$ cat src/rtl/dmem_port_arbiter.sv
`default_nettype none
// ============================================================================
// Module   : dmem_port_arbiter
// Purpose  : Shares the single data_memory port between the processor
//            load/store path (port 0) and the boot loader / debug DMA (port 1).
// Revision : 1.0 - initial release
// ============================================================================
module dmem_port_arbiter #(
  parameter int RD_LAT     = 1,
  parameter bit PRIO_FIXED = 1'b0
) (
  input  logic        clock,
  input  logic        reset,
  input  logic [1:0]  req_in,
  input  logic [1:0]  we_in,
  input  logic [3:0]  size_in,
  input  logic [63:0] addr_in,
  input  logic [63:0] wdata_in,
  output logic [1:0]  gnt_out,
  output logic [1:0]  done_out,
  output logic [31:0] rdata_out,
  output logic [31:0] mem_addr_out,
  output logic [31:0] mem_wdata_out,
  output logic [1:0]  mem_size_out,
  output logic        mem_re_out,
  output logic        mem_we_out,
  input  logic [31:0] mem_rdata_in
);

  localparam logic [2:0] c_lat_init = 3'(RD_LAT);

  typedef enum logic [1:0] {
    ST_IDLE  = 2'd0,
    ST_ISSUE = 2'd1,
    ST_WAIT  = 2'd2,
    ST_RESP  = 2'd3
  } state_t;

  state_t      r_state;
  state_t      w_state_nxt;
  logic [2:0]  r_cnt;
  logic [2:0]  w_cnt_nxt;
  logic        w_capture;
  logic        w_load;
  logic        w_win;

  logic        r_sel;
  logic        r_we;
  logic [1:0]  r_size;
  logic [31:0] r_addr;
  logic [31:0] r_wdata;
  logic [31:0] r_rdata;
  logic        r_last_gnt;

  // Tie-break: fixed priority to port 0, or the port that did not go last.
  always_comb begin
    w_win = 1'b0;
    case (req_in)
      2'b01:   w_win = 1'b0;
      2'b10:   w_win = 1'b1;
      2'b11:   w_win = PRIO_FIXED ? 1'b0 : ~r_last_gnt;
      default: w_win = 1'b0;
    endcase
  end

  assign w_load = (r_state == ST_IDLE) && (|req_in);

  always_comb begin
    w_state_nxt = r_state;
    w_cnt_nxt   = r_cnt;
    w_capture   = 1'b0;
    case (r_state)
      ST_IDLE: begin
        if (|req_in) begin
          w_state_nxt = ST_ISSUE;
        end
      end
      ST_ISSUE: begin
        if (r_we) begin
          w_state_nxt = ST_RESP;
        end else begin
          w_state_nxt = ST_WAIT;
          w_cnt_nxt   = c_lat_init;
        end
      end
      ST_WAIT: begin
        w_cnt_nxt = r_cnt - 3'd1;
        // A zero-latency misconfiguration still terminates on the first pass.
        if (r_cnt <= 3'd1) begin
          w_capture   = 1'b1;
          w_state_nxt = ST_RESP;
        end
      end
      ST_RESP: begin
        w_state_nxt = ST_IDLE;
      end
      default: begin
        w_state_nxt = ST_IDLE;
      end
    endcase
  end

  always_ff @(posedge clock or negedge reset) begin
    if (!reset) begin
      r_state <= ST_IDLE;
      r_cnt   <= 3'd0;
    end else begin
      r_state <= w_state_nxt;
      r_cnt   <= w_cnt_nxt;
    end
  end

  always_ff @(posedge clock or negedge reset) begin
    if (!reset) begin
      r_sel      <= 1'b0;
      r_we       <= 1'b0;
      r_size     <= 2'b00;
      r_addr     <= 32'h0;
      r_wdata    <= 32'h0;
      r_rdata    <= 32'h0;
      r_last_gnt <= 1'b1;
    end else begin
      if (w_load) begin
        r_sel   <= w_win;
        r_we    <= w_win ? we_in[1]         : we_in[0];
        r_size  <= w_win ? size_in[3:2]     : size_in[1:0];
        r_addr  <= w_win ? addr_in[63:32]   : addr_in[31:0];
        r_wdata <= w_win ? wdata_in[63:32]  : wdata_in[31:0];
      end
      if (w_capture) begin
        r_rdata <= mem_rdata_in;
      end
      if (r_state == ST_RESP) begin
        r_last_gnt <= r_sel;
      end
    end
  end

  assign gnt_out       = (r_state != ST_IDLE) ? (r_sel ? 2'b10 : 2'b01) : 2'b00;
  assign done_out      = (r_state == ST_RESP) ? (r_sel ? 2'b10 : 2'b01) : 2'b00;
  assign mem_re_out    = (r_state == ST_ISSUE) && !r_we;
  assign mem_we_out    = (r_state == ST_ISSUE) &&  r_we;
  assign mem_addr_out  = r_addr;
  assign mem_wdata_out = r_wdata;
  assign mem_size_out  = r_size;
  assign rdata_out     = r_rdata;

endmodule
`default_nettype wire
$ cat config.mk
export PLATFORM = sky130hd
export DESIGN_NAME = dmem_port_arbiter
export DESIGN_NICKNAME = d
export VERILOG_FILES = /design/src/rtl/dmem_port_arbiter.sv
export SDC_FILE = /design/constraint.sdc
export NUM_CORES = 1
export LEC_CHECK = 0
export ABC_AREA = 1
export CAP_MARGIN = 20
export CORE_MARGIN = 8
export CORE_UTILIZATION = 40
export DETAILED_ROUTE_END_ITERATION = 8
export GPL_TIMING_DRIVEN = 0
export HOLD_SLACK_MARGIN = 0.03
export PLACE_DENSITY = 0.81
export SETUP_SLACK_MARGIN = 0.05
export SYNTH_ARGS = -nofsm -noshare
export SYNTH_HDL_FRONTEND = slang
export SYNTH_SLANG_ARGS = --single-unit
$ cat constraint.sdc
create_clock -name clock -period 2.2 [get_ports clock]
set_clock_uncertainty 0.15 [all_clocks]
set_input_delay 0.33 -clock clock [delete_from_list [all_inputs] [get_ports clock]]
set_output_delay 0.33 -clock clock [all_outputs]
set_load 0.02 [all_outputs]
==> impl_metrics.ini <==
[clock_tree]
postCtsSetupBuffers = 0
clk_pin_slew_ps = 70
clock_path_buffers = 2
cts_tree = done
cts_sinks = 106
numCtsBuffers = 9
clk_latency_ps = 330
htree_levels = 3
cts_root_buf = clkbuf_16

[worst_setup_path]
cp.required_ps = 1720
crit_path_max_fanout = 5
critPathKind = flop to primary output
start_kind = flop
crit_end = mem_re_out
rrSetupSlack_ps = 350
timing.rr.start = r_last_gnt
critical_path_arrival_ps = 1520
reg2reg_to = mem_wdata_out[2]
reg2regPathDepth = 7
setup.worst_path.start = r_state[1]
worstSetupEndpointType = primary output

[route]
via_per_inst = 4.77
drc = 0
via_count = 5598
ant_nets = 0
drt_wl_total_mm = 19.0
wl_per_cell_um = 16.2
drt_pass1_iterations = 5
drt_iter0_drc = 437

[synthesis]
yosysMostFrequentCell = nand2_1
synth_edf_count = 0
yosys_warnings = 0
avgSynthCellArea_um2 = 7.34
synthArstFlopShare_pct = 100
synthFlopType = dfrtp_1
synth_largest_area_cell = dfrtp_1
synth_nets = 886
synth_top_area_share_pct = 50.3
synth_cell_types = 22
syn_area_um2 = 5220
syn-instance-count = 711
synth_area_leaders = dfrtp_1 50%, nand2_1 30%, nand3_1 10%, buf_2 2.6%, ha_1 1.2%
synth-seq-area-share_pct = 50.8
synth-seq-cells = 106
synthTopCellsByCount = 417 x nand2_1, 105 x dfrtp_1, 104 x nand3_1

[final_layout]
n_antenna_cell = 0
nets = 1171
final_area_um2 = 8460
area_growth_pct = 62.0
final_layout_size_suffix_gt1_share_pct = 6.49
num-fill-cells = 1132

[sta]
fmax_mhz = 499
final-hold-violation-count = 0
final_max_slew_viol_count = 0
grt_setup_unrepaired = false
setup_viol = 0
slew_headroom_pct = 44.9
post-route-period-util_pct = 91.1
period_needed_ps = 2000
max_slew.worst_pin.slew_ps = 827

[power_and_ir_drop]
ir_drop_mv = 0.468
power_density_nw_per_um2 = 1320
finalPower_mw = 11.2
power_leakage_nw = 4.33

[floorplan]
io_pins = 274
core_um2 = 12700
row_count = 41
dieArea_um2 = 17000
die_x_um = 130
dieHeight_um = 130
initial_core_util_pct = 41.2

[grt]
grt_pass1_wl_mm = 29.1
grt_max_degree = 63
grt_use_total_pct = 22.2
antenna_found_initial = 0
first_global_vias = 5628
grt_overflow = 0

[min_path]
min_path_type = input port to flop
worstHoldPathCells = 5

[placement]
place_hpwl_mm = 14.8
dpl-instance-area_um2 = 8180
place_congestion = 0.811
io_buffer_count = 272

[flow_run]
maxCapViolCount = 0

[outcome]
status = complete, no violations
==> registers in the layout (all words and copies together), names as in the netlist <==
name	flops
mem_wdata_out	32
r_state	2
mem_addr_out	32
mem_size_out	2
r_sel	1
r_last_gnt	1
r_we	1
r_cnt	3
rdata_out	32
==> metrics by stage <==
stage / utilization [%] / hold slack, ps / instances / TNS [ps] / setup WS [ps]
6_report: 66.8 / 272 / 1173 / 0 / 196
5_1_grt: 66.8 / 294 / 1173 / 0 / 69.7
4_1_cts: 66.8 / 266 / 1173 / 0 / 45.7
3_5_place_dp: 64.6 / 308 / 1156 / 0 / 60.5
3_3_place_gp: 64.4 / 302 / 1155 / -363450 / -3450
2_1_floorplan: - / -116 / 711 / 0 / 659
==> routing by layer <==
layer  share of wire [%]  track usage (%)
met5                   0                0
met4                 1.2             5.33
met3                  11             9.22
met2                  48             38.0
met1                  39             25.2
==> worst max-delay path, stage by stage (launching register included) <==
cell and delay (ps):
dfrtp_1 430, inv_1 100, ha_1 200, nand2_1 90, inv_1 60, clkdlybuf4s15_1 310
==> what timing repair did <==
action	4_1_cts	5_1_grt
hold buffers	1	0
endpoints found under the setup margin	6	4
gates resized for setup	6	7
endpoints found under the hold margin	60	0
==> cell families (layout without fill, tap and decap cells) <==
| kind of cell | after synthesis | count (layout) | share of synthesized area (%) |
|---|---|---|---|
| simple gates | 532 | 532 | 41.0 |
| xor+xnor | 1 | 1 | 0.168 |
| flops | 106 | 106 | 50.8 |
| fa+ha+maj | 5 | 5 | 1.20 |
| compound gates | 5 | 5 | 0.503 |
| buf+inv | 62 | 352 | 6.25 |
==> power breakdown <==
| group | switching (mW) | internal (mW) | total, mW | leakage, nW |
|---|---|---|---|---|
| Sequential | 0.549 | 2.89 | 3.44 | 1.32 |
| Clock | 0.696 | 0.829 | 1.53 | 0.139 |
| Combinational | 3.56 | 2.67 | 6.23 | 2.87 |
==> worst min-delay path by stage <==
stage	from	endpoint	slack [ps]
after detailed placement	rdata_out[2]	rdata_out[2]	310
after global placement	rdata_out[23]	rdata_out[23]	300
after floorplan	reset	mem_addr_out[0]	-120
after global routing	req_in[1]	r_state[1]	290
final	req_in[1]	r_state[1]	270
after CTS	req_in[1]	r_state[1]	270
==> final cells by class <==
class                           count  area [um^2]  area share [%]
Clock inverter                      4         26.3           0.311
Multi-Input combinational cell    543         2240            26.5
Tap cell                          172          215            2.54
Sequential cell                   106         2650            31.4
Buffer                             46          267            3.15
Clock buffer                       12          256            3.03
Timing Repair Buffer              274         2740            32.4
Inverter                           16         60.1           0.710
==> placed cells by master (no fill, tap or decap), types with 3 or more instances in the layout <==
cell type / instances
nor2_1: 6
buf_2: 27
clkdlybuf4s50_1: 265
clkbuf_16: 9
ha_1: 5
nand3_1: 104
inv_1: 14
nand2_1: 417
clkbuf_2: 3
dfrtp_1: 105
clkbuf_1: 7
buf_4: 7
buf_6: 5
(Power assumes the default switching activity.)
